--- src/rtl/cisr_pkg.sv ---
// cisr_pkg: shared state encoding, default widths and a priority helper for the CISR row scheduler.
package cisr_pkg;
    typedef enum logic [1:0] {IDLE, FILL, RUN, DONE} state_t;
    localparam int NUM_CH_DEF = 4;
    localparam int LEN_W_DEF = 5;
    localparam int ROW_W_DEF = 16;
    function automatic int unsigned lowest_set(input logic [31:0] v);
        lowest_set = 0;
        for (int i = 31; i >= 0; i--) if (v[i]) lowest_set = i;
    endfunction
endpackage

--- src/rtl/cisr_row_scheduler_if.sv ---
// cisr_row_scheduler_if: row-length stream, step handshake and per-channel tag bus.
interface cisr_row_scheduler_if import cisr_pkg::*; #(
    parameter int NUM_CH = NUM_CH_DEF,
    parameter int LEN_W = LEN_W_DEF,
    parameter int ROW_W = ROW_W_DEF
);
    logic rl_valid;
    logic [LEN_W-1:0] rl_data;
    logic rl_ready;
    logic step;
    logic step_ready;
    logic [NUM_CH-1:0] ch_active;
    logic [NUM_CH*ROW_W-1:0] ch_row;
    logic [NUM_CH-1:0] ch_last;
    logic empty_row;
    logic [ROW_W-1:0] empty_row_id;
    modport master(
        output rl_valid, rl_data, step,
        input rl_ready, step_ready, ch_active, ch_row, ch_last, empty_row, empty_row_id
    );
    modport slave(
        input rl_valid, rl_data, step,
        output rl_ready, step_ready, ch_active, ch_row, ch_last, empty_row, empty_row_id
    );
endinterface

--- src/rtl/cisr_ch_counter.sv ---
// cisr_ch_counter: one channel's remaining-nonzero countdown plus its row tag.
module cisr_ch_counter import cisr_pkg::*; #(
    parameter int LEN_W = LEN_W_DEF,
    parameter int ROW_W = ROW_W_DEF
) (
    input  logic clk,
    input  logic reset,
    input  logic load,
    input  logic [LEN_W-1:0] load_len,
    input  logic [ROW_W-1:0] load_row,
    input  logic dec,
    output logic active,
    output logic [ROW_W-1:0] row,
    output logic last
);
    logic [LEN_W-1:0] count;

    always_ff @(posedge clk) begin
        if (!reset) begin
            count <= '0;
            row <= '0;
            active <= 1'b0;
        end else if (load) begin
            count <= load_len;
            row <= load_row;
            active <= 1'b1;
        end else if (dec && active) begin
            count <= count - LEN_W'(1);
            active <= count != LEN_W'(1);
        end
    end

    assign last = active && count == LEN_W'(1);
endmodule

--- src/rtl/cisr_row_scheduler.sv ---
// cisr_row_scheduler: hands rows to NUM_CH channels in CISR order and tags each step's elements.
// Optional macro CISR_SCHED_STATS_EN adds busy_cycles/stall_cycles counters.
module cisr_row_scheduler import cisr_pkg::*; #(
    parameter int NUM_CH = NUM_CH_DEF,
    parameter int LEN_W = LEN_W_DEF,
    parameter int ROW_W = ROW_W_DEF
) (
    input  logic clk,
    input  logic reset,
    input  logic start,
    input  logic [ROW_W-1:0] total_rows,
    output logic done,
`ifdef CISR_SCHED_STATS_EN
    output logic [31:0] stall_cycles,
    output logic [31:0] busy_cycles,
`endif
    cisr_row_scheduler_if.slave bus
);
    state_t state, state_nx;
    logic [ROW_W-1:0] total, next_row;
    logic [NUM_CH-1:0] active, last, load;
    logic [ROW_W-1:0] rows [NUM_CH];
    logic busy, kick, rows_left, fill_done, rl_hs, dec;
    int unsigned target;

    assign busy = state == FILL || state == RUN;
    assign kick = start && (state == IDLE || state == DONE);
    assign rows_left = next_row < total;
    assign fill_done = &active || !rows_left;
    assign rl_hs = bus.rl_valid && bus.rl_ready;
    assign dec = bus.step && bus.step_ready;
    assign target = lowest_set(32'(~active));

    always_ff @(posedge clk) begin
        if (!reset) state <= IDLE;
        else state <= state_nx;
    end

    always_comb begin
        state_nx = state;
        case (state)
            IDLE, DONE: if (start) state_nx = total_rows == '0 ? DONE : FILL;
            FILL:       if (fill_done) state_nx = RUN;
            RUN:        if (active == '0 && !rows_left) state_nx = DONE;
            default:    state_nx = IDLE;
        endcase
    end

    // Refill and stepping are mutually exclusive: rl_ready needs a free channel, step_ready needs none.
    always_comb begin
        bus.rl_ready = busy && rows_left && !(&active);
        bus.step_ready = busy && fill_done && |active;
        done = state == DONE;
    end

    always_ff @(posedge clk) begin
        if (!reset) begin
            total <= '0;
            next_row <= '0;
            bus.empty_row <= 1'b0;
            bus.empty_row_id <= '0;
        end else begin
            bus.empty_row <= rl_hs && bus.rl_data == '0;
            if (kick) begin
                total <= total_rows;
                next_row <= '0;
            end else if (rl_hs) begin
                next_row <= next_row + ROW_W'(1);
                if (bus.rl_data == '0) bus.empty_row_id <= next_row;
            end
        end
    end

    for (genvar g = 0; g < NUM_CH; g++) begin : g_ch
        assign load[g] = rl_hs && bus.rl_data != '0 && target == 32'(g);
        cisr_ch_counter #(.LEN_W(LEN_W), .ROW_W(ROW_W)) u_ch (
            .clk(clk),
            .reset(reset),
            .load(load[g]),
            .load_len(bus.rl_data),
            .load_row(next_row),
            .dec(dec),
            .active(active[g]),
            .row(rows[g]),
            .last(last[g])
        );
        assign bus.ch_row[g*ROW_W +: ROW_W] = rows[g];
    end

    assign bus.ch_active = active;
    assign bus.ch_last = last;

`ifdef CISR_SCHED_STATS_EN
    always_ff @(posedge clk) begin
        if (!reset || kick) begin
            busy_cycles <= '0;
            stall_cycles <= '0;
        end else if (busy) begin
            busy_cycles <= busy_cycles + 32'd1;
            if (!bus.step_ready) stall_cycles <= stall_cycles + 32'd1;
        end
    end
`endif
endmodule

--- src/flat_wrapper.sv ---
// flat-port wrapper written by rule: the top's interface ports become plain ports
module cisr_row_scheduler_flat import cisr_pkg::*;
#(
    parameter int NUM_CH = NUM_CH_DEF,
    parameter int LEN_W = LEN_W_DEF,
    parameter int ROW_W = ROW_W_DEF
)
  (clk, reset, start, total_rows, done, bus_rl_valid, bus_rl_data, bus_step, bus_rl_ready, bus_step_ready, bus_ch_active, bus_ch_row, bus_ch_last, bus_empty_row, bus_empty_row_id);
  cisr_row_scheduler_if #(.NUM_CH(NUM_CH), .LEN_W(LEN_W), .ROW_W(ROW_W)) bus_i ();
  input  logic clk;
  input  logic reset;
  input  logic start;
  input  logic [ROW_W-1:0] total_rows;
  output logic done;
  input wire logic [$bits(bus_i.rl_valid)-1:0] bus_rl_valid;
  input wire logic [$bits(bus_i.rl_data)-1:0] bus_rl_data;
  input wire logic [$bits(bus_i.step)-1:0] bus_step;
  output wire logic [$bits(bus_i.rl_ready)-1:0] bus_rl_ready;
  output wire logic [$bits(bus_i.step_ready)-1:0] bus_step_ready;
  output wire logic [$bits(bus_i.ch_active)-1:0] bus_ch_active;
  output wire logic [$bits(bus_i.ch_row)-1:0] bus_ch_row;
  output wire logic [$bits(bus_i.ch_last)-1:0] bus_ch_last;
  output wire logic [$bits(bus_i.empty_row)-1:0] bus_empty_row;
  output wire logic [$bits(bus_i.empty_row_id)-1:0] bus_empty_row_id;
  assign bus_i.rl_valid = bus_rl_valid;
  assign bus_i.rl_data = bus_rl_data;
  assign bus_i.step = bus_step;
  assign bus_rl_ready = bus_i.rl_ready;
  assign bus_step_ready = bus_i.step_ready;
  assign bus_ch_active = bus_i.ch_active;
  assign bus_ch_row = bus_i.ch_row;
  assign bus_ch_last = bus_i.ch_last;
  assign bus_empty_row = bus_i.empty_row;
  assign bus_empty_row_id = bus_i.empty_row_id;
  cisr_row_scheduler #(.NUM_CH(NUM_CH), .LEN_W(LEN_W), .ROW_W(ROW_W)) u_core (.clk(clk), .reset(reset), .start(start), .total_rows(total_rows), .done(done), .bus(bus_i));
endmodule
--- config.mk ---
export PLATFORM = sky130hd
export DESIGN_NAME = cisr_row_scheduler_flat
export DESIGN_NICKNAME = d
export VERILOG_FILES = /design/src/rtl/cisr_pkg.sv /design/src/rtl/cisr_row_scheduler_if.sv /design/src/rtl/cisr_ch_counter.sv /design/src/rtl/cisr_row_scheduler.sv /design/src/flat_wrapper.sv
export SDC_FILE = /design/constraint.sdc
export NUM_CORES = 1
export LEC_CHECK = 0
export ABC_AREA = 1
export BUFFER_PORTS_ARGS = -buffer_cell sky130_fd_sc_hd__buf_2
export CORE_MARGIN = 2
export CORE_UTILIZATION = 55
export CTS_CLUSTER_DIAMETER = 80
export CTS_CLUSTER_SIZE = 20
export DETAILED_ROUTE_END_ITERATION = 6
export PLACE_DENSITY = 0.79
export SLEW_MARGIN = 20
export SYNTH_ARGS = -nofsm -noshare
export SYNTH_HDL_FRONTEND = slang
export SYNTH_SLANG_ARGS = --single-unit
--- constraint.sdc ---
create_clock -name clk -period 4.99 [get_ports clk]
set_input_delay 0.499 -clock clk [delete_from_list [all_inputs] [get_ports clk]]
set_output_delay 0.499 -clock clk [all_outputs]
set_load 0.005 [all_outputs]
==> metrics.md, run 1 <==
| Metric | Value |
|---|---|
| Htree depth | `4` |
| Tmin final | `roughly 3.8 ns` |
| Syn_nets | `933` |
| TritonCTS clock tree | `built` |
| R2r setup slk | `approximately 1.2 ns` |
| Rows | `39` |
| Largest family of logic cells by synthesized area | `simple AND/OR/NAND/NOR gates` |
| Worst-Margin Slew | `about 0.85 ns` |
| FF/Latch Area | `2780 sq um` |
| Post-DP HPWL | `12100 um` |
| FILL cells | `a little under 1000` |
| CP Launch Type | `register` |
| Post-Route WL | `around 18000 um` |
| Hold Startpoint | `total_rows[3]` |
| R2R cell count | `13` |
| Postcts setup bufs | `0` |
| Multiplexer share of the synthesized area | `0` |
| # DRC | `0` |
| Largest net degree at the start of global routing | `82` |
| Post-synth top area cell | `dfxtp_1` |
| Hold Vio Cnt, Final | `0` |
| Status | `finished, final reports clean` |
| Final worst-path cycle share | `0.763` |
| CP Data Required Time | `5.26 ns` |
| Cell Area, Placed | `6970 sq um` |
| CTS max path bufs | `2` |
| Fin area | `7570 sq um` |
| Ant diodes | `0` |
| Gr usage total | `0.285` |
| Nets | `around 1000` |
| Die Y | `113 um` |
| Worst-path clk slew | `0.06 ns` |
| Async set or reset register ratio after synthesis | `0` |
| Max IR drop VDD | `approximately 300 uV` |
| Synth Flop Type | `dfxtp_1` |
| PostCTS Resize Cnt | `0` |
| Die Wd | `113 um` |
| Multi-input combinational cell area | `3090 sq um` |
| Syn_area_per_cell | `7.36 sq um` |
| Crit path capture type | `register` |
| Final RePlAce weighted congestion | `0.923` |
| Share of layout cells above drive strength 1 | `0.173` |
| Core area | `11500 sq um` |
| Iteration-0 DRC Markers | `~560` |
| RSZ-0062 raised after global routing | `false` |
| Final max-slew violation count | `0` |
| XOR/XNOR Fraction of Synth Area | `0.0338` |
| Unique masters post-synth | `29` |
| Final Skew | `0.00837 ns` |
| Clk Latency, worst-skew pair | `0.42 ns` |
| GR Overflow Total | `0` |
| Clock root cell | `clkbuf_16` |
| Setup violators final | `0` |
| Drt wl/cell | `approximately 16 um` |
| Compound-Gate Fraction of Synth Area | `0.136` |
| Vias | `6215` |
| Area share of the largest cell type after synthesis | `0.430` |
| Post-Syn Instances | `880` |
| Ranking of synthesized cells by area | `dfxtp_1 43%, a21oi_1 9.5%, nand2_1 9.0%` |
| First-pass GRT wire length | `slightly below 30000 um` |
| Critical path fanouts, max | `31` |
| Initial antenna violation count | `0` |
| Sequential share of the synthesized area | `0.430` |
| R2R Path End | `u_core.g_ch[3].u_ch.count[4]$_SDFFE_PN0P_` |
| F_max | `between 200 and 300 MHz` |
| Hold Path Cell Cnt | `3` |
| Hold WS | `around 0.39 ns` |
| Leakage Power | `3.27 nW` |
| Clk sink count | `139` |
| Post-CTS Hold Buffers | `0` |
| # IOs | `118` |
| Initial core utilization | `0.565` |
| Number of global-route vias before repair | `5845` |
| Setup TNS | `0 ns` |
| Vias per cell | `5.58` |
| Max Cap Viol | `0` |
| Cts bufs inserted | `17` |
| Simple-gate share of the synthesized area | `0.254` |
| Synth Area in Adders | `0.0522` |
| WS Path Type | `reg2reg` |
| Worst R2R Start | `u_core.next_row[9]$_SDFFE_PP0P_` |
| Post-synth EDFFs | `0` |
| Worst Hold End | `u_core.total[3]$_SDFFE_PN0P_` |
| Cell Area, Synth | `roughly 6500 sq um` |
| Synth warnings | `0` |
| Final core occ | `0.661` |
| DIE AREA | `12700 sq um` |
| Port bufs | `~120` |
| Critical path arrival | `4.08 ns` |
| Worst Hold Class | `in2reg` |
| Most frequent cells in the layout | `155 x nand2_1, 139 x dfxtp_1, 123 x a21oi_1` |
| First-pass DRT Iterations | `7` |
| Commonest non-fill, non-tap cell in the layout | `nand2_1` |
| Area Overhead vs Synth | `17.0%` |
| PD cells | `432 nW/um^2` |
| Max_slew headroom | `0.429` |
| Antenna viol nets, final | `0` |
| Register bit total from synthesis | `139` |
worst max-delay path: stages, from the launching register on:
cell and delay, ns:
dfxtp_1 0.61, ha_1 0.33, nand2_1 0.06, inv_1 0.04, o21bai_1 0.13, a21oi_1 0.09
nor2_1 0.26, nand4_2 0.19, nor2_4 0.58, nand3_1 0.81, nand2_1 0.35, nor2_1 0.06
nor2_1 0.09, nor2_1 0.05
logic make-up (layout without fill, tap and decap cells):
family / after synthesis / count (layout)
and+or+nand+nor: 373 / 373
AOI/OAI and AO/OA: 175 / 175
buffers and inverters: 141 / 232
DFF: 139 / 139
adders and majority gates: 27 / 27
xor gates and xnor gates: 25 / 25
layout make-up:
class | count | area share
timing repair buffer | 124 | 0.0842
clock buffer | 17 | 0.0562
clock inverter | 15 | 0.0233
tap | 143 | 0.0236
sequential | 139 | 0.367
inverter | 76 | 0.0377
multi-input combinational | 600 | 0.408
per-stage QoR:
stage,power [mW],setup slack (ns),std cells
final,3.28,1.18,1114
after global routing,3.45,0.845,1114
after CTS,3.28,1.24,1114
after detailed placement,2.00,1.34,1082
after global placement,1.99,1.48,1082
after floorplan,1.87,2.91,880
flip-flops by register name, indices dropped and copies added, names as in the netlist:
name,flops
u_core.g_ch.u_ch.row,64
u_core.g_ch.u_ch.count,20
u_core.bus.empty_row_id,16
u_core.next_row,16
u_core.total,16
u_core.g_ch.u_ch.active,4
u_core.state,2
u_core.bus.empty_row,1
worst max-delay path by stage:
stage / from / end / slack (ns) / cells past startpoint
2_1_floorplan: u_core.next_row[5]$_SDFFE_PP0P_ / u_core.g_ch[2].u_ch.count[0]$_SDFFE_PN0P_ / 2.91 / 13
3_3_place_gp: u_core.next_row[9]$_SDFFE_PP0P_ / u_core.g_ch[3].u_ch.count[4]$_SDFFE_PN0P_ / 1.48 / 13
3_5_place_dp: u_core.next_row[9]$_SDFFE_PP0P_ / u_core.g_ch[3].u_ch.count[4]$_SDFFE_PN0P_ / 1.34 / 13
4_1_cts: u_core.next_row[9]$_SDFFE_PP0P_ / u_core.g_ch[3].u_ch.count[4]$_SDFFE_PN0P_ / 1.24 / 13
5_1_grt: u_core.next_row[9]$_SDFFE_PP0P_ / u_core.g_ch[3].u_ch.count[2]$_SDFFE_PN0P_ / 0.85 / 13
6_report: u_core.next_row[9]$_SDFFE_PP0P_ / u_core.g_ch[3].u_ch.count[4]$_SDFFE_PN0P_ / 1.18 / 13
per-layer routing:
metal,GRT usage,part of all wire
met1,0.383,0.43
met2,0.446,0.46
met3,0.0540,0.075
met4,0.132,0.034
met5,0,0
cells in the mapped netlist, types with 4 or more instances:
master    count
o21ai_0      49
buf_2        12
buf_6         4
inv_1        73
nand3_1      94
ha_1         27
nor3_1       13
xnor2_1       6
nand4_1      14
nand2_1     155
buf_1         4
dfxtp_1     139
buf_4         9
clkbuf_1     35
nor4_1        9
nor2_1       80
xor2_1       19
a21oi_1     123
report_power, final:
part           total, mW  internal, mW  switching, mW  leakage (nW)
clock network       1.29         0.756          0.531         0.295
logic              0.735         0.210          0.526          1.85
registers           1.25          1.19         0.0626          1.12
total               3.28          2.16           1.12          3.27
Power figures use the tool's default switching activity.
==> run 2, diff against run 1 <==
Settings changed: CORE_UTILIZATION 55 to 50, PLACE_DENSITY 0.79 to 0.76.
Clock period 4.99 ns to 3.2 ns, I/O delays scaled along.
==> metrics.md, run 2 (synthesis results as in run 1) <==
| Metric | Value |
|---|---|
| Post-layout instance count excluding filler cells | `1163` |
| Worst slack, placed | `approximately 0.66 ns` |
| Vias per cell | `5.36` |
| Die Y | `118 um` |
| GR Overflow Total | `0` |
| Most frequent cells in the layout | `155 x nand2_1, 139 x dfxtp_1, 123 x a21oi_1` |
| Cell Area, Placed | `7190 sq um` |
| Die Wd | `118 um` |
| Critical path arrival | `2.98 ns` |
| DIE AREA | `13900 sq um` |
| Max reg flops | `between 60 and 70` |
| Port bufs | `117` |
| Slowest-stage cell, CP | `dfxtp_1` |
| Clk sink count | `~140` |
| Vias | `6230` |
| Final max-slew violation count | `0` |
| First-pass DRT Iterations | `7` |
| Number of global-route vias before repair | `roughly 5700` |
| RSZ-0062 raised after global routing | `false` |
| Largest regs | `u_core.g_ch.u_ch.row: 64 flops, u_core.g_ch.u_ch.count: 20 flops` |
| Max IR drop VDD | `342 uV` |
| CP Data Required Time | `approximately 3.5 ns` |
| Share of layout cells above drive strength 1 | `0.190` |
| Final WS setup | `0.564 ns` |
| Clk Latency, worst-skew pair | `0.42 ns` |
| Iteration-0 DRC Markers | `581` |
| Nets | `between 1000 and 1500` |
| Tmin final | `~2.6 ns` |
| Setup TNS | `0 ns` |
| Status | `finished, final reports clean` |
| Htree depth | `4` |
| # DRC | `0` |
| Postcts setup bufs | `0` |
| Critical path fanouts, max | `67` |
| Ant diodes | `0` |
| Leakage Power | `between 3 and 4 nW` |
| FILL cells | `1168` |
| Cts bufs inserted | `17` |
| # IOs | `around 120` |
| Rows | `between 40 and 50` |
| Initial antenna violation count | `0` |
| Final worst-path cycle share | `0.824` |
| Inst Count DP | `1134` |
| Largest net degree at the start of global routing | `about 80` |
| F_max | `379 MHz` |
| Worst-Margin Slew | `between 0.8 and 0.9 ns` |
| Drt wl/cell | `~16 um` |
| Setup violators final | `0` |
| Final RePlAce weighted congestion | `0.920` |
| PD cells | `649 nW/um^2` |
| Post-Route WL | `18100 um` |
| WS Path Type | `reg2reg` |
| CTS max path bufs | `2` |
| Crit path capture type | `register` |
| Initial core utilization | `0.513` |
| CP Cell Sequence | `ha_1, nand2_1, inv_1, o21bai_1, a21oi_1, nor2_1, nand4_2, nor2_4, inv_2, nor2_4, buf_12, nand3_1, a21oi_1` |
| Commonest non-fill, non-tap cell in the layout | `nand2_1` |
| Clock root cell | `clkbuf_16` |
| Max Cap Viol | `0` |
| TritonCTS clock tree | `built` |
| Gr usage total | `0.262` |
| Hold Vio Cnt, Final | `0` |
| Area Overhead vs Synth | `19.6%` |
| Hold WS | `roughly 0.19 ns` |
| Worst Hold Class | `in2reg` |
| CP peak stage delay | `0.42 ns` |
| Max_slew headroom | `0.420` |
| First-pass GRT wire length | `slightly below 30000 um` |
| Post-CTS Hold Buffers | `0` |
| Antenna viol nets, final | `0` |
| Final Skew | `roughly 0.0084 ns` |
| CP Launch Type | `register` |
| Worst-path clk slew | `approximately 0.060 ns` |
| PostCTS Resize Cnt | `0` |
| Core area | `about 13000 sq um` |
| Largest reg by FF count | `u_core.g_ch.u_ch.row` |
| Post-DP HPWL | `12300 um` |
| Fin area | `a little under 8000 sq um` |
run 2: cell types whose count changed in the layout (fill, tap and decap cells not counted):
cell and delta:
clkinvlp_4 +2, inv_6 -6, clkinv_2 +1, clkbuf_8 +2, clkinv_4 +2, buf_12 +1, inv_8 -3, buf_4 +22
bufinv_16 -1
run 2: area by class of cell:
cell class              instances  area (sq um)  area share
well taps                     172           215      0.0278
clock buffers                  19           453      0.0585
repair buffers                147           823       0.106
flip-flops and latches        139          2780       0.359
inverters                      76           285      0.0368
multi-input cells             600          3090       0.399
clock inverters                10          97.6      0.0126
run 2: worst paths after layout:
check	start	to	slack, ns	depth (start not counted)
max	u_core.next_row[8]$_SDFFE_PP0P_	u_core.g_ch[2].u_ch.row[4]$_SDFFE_PN0P_	0.56	13
min	total_rows[2]	u_core.total[2]$_SDFFE_PN0P_	0.19	3
max reg2reg	u_core.next_row[8]$_SDFFE_PP0P_	u_core.g_ch[2].u_ch.row[4]$_SDFFE_PN0P_	0.56	13
min reg2reg	u_core.g_ch[1].u_ch.row[9]$_SDFFE_PN0P_	u_core.g_ch[1].u_ch.row[9]$_SDFFE_PN0P_	0.46	2
run 2: where the power goes:
group | total (mW) | internal (mW) | switching [mW]
logic | 1.25 | 0.387 | 0.860
clock network | 1.84 | 1.10 | 0.748
registers | 1.94 | 1.86 | 0.0835
run 2: stage by stage:
stage / utilization / power, mW
after floorplan: - / 2.91
after detailed placement: 0.570 / 3.20
after CTS: 0.614 / 5.04
final: 0.614 / 5.03
after global placement: 0.570 / 3.18
after global routing: 0.614 / 5.29
run 2: critical path, delay by kind of cell, from the launching register on:
kind	cells	cell delay, ns
buffers and inverters	3	0.51
AOI/OAI and AO/OA	3	0.37
and+or+nand+nor	6	0.97
DFF	1	0.42
adders and majority gates	1	0.25
run 2: layer usage:
metal / global-route usage / wire, um
met1: 0.359 / 8300
met5: 0 / 0
met2: 0.404 / 8030
met3: 0.0528 / 1290
met4: 0.107 / 429
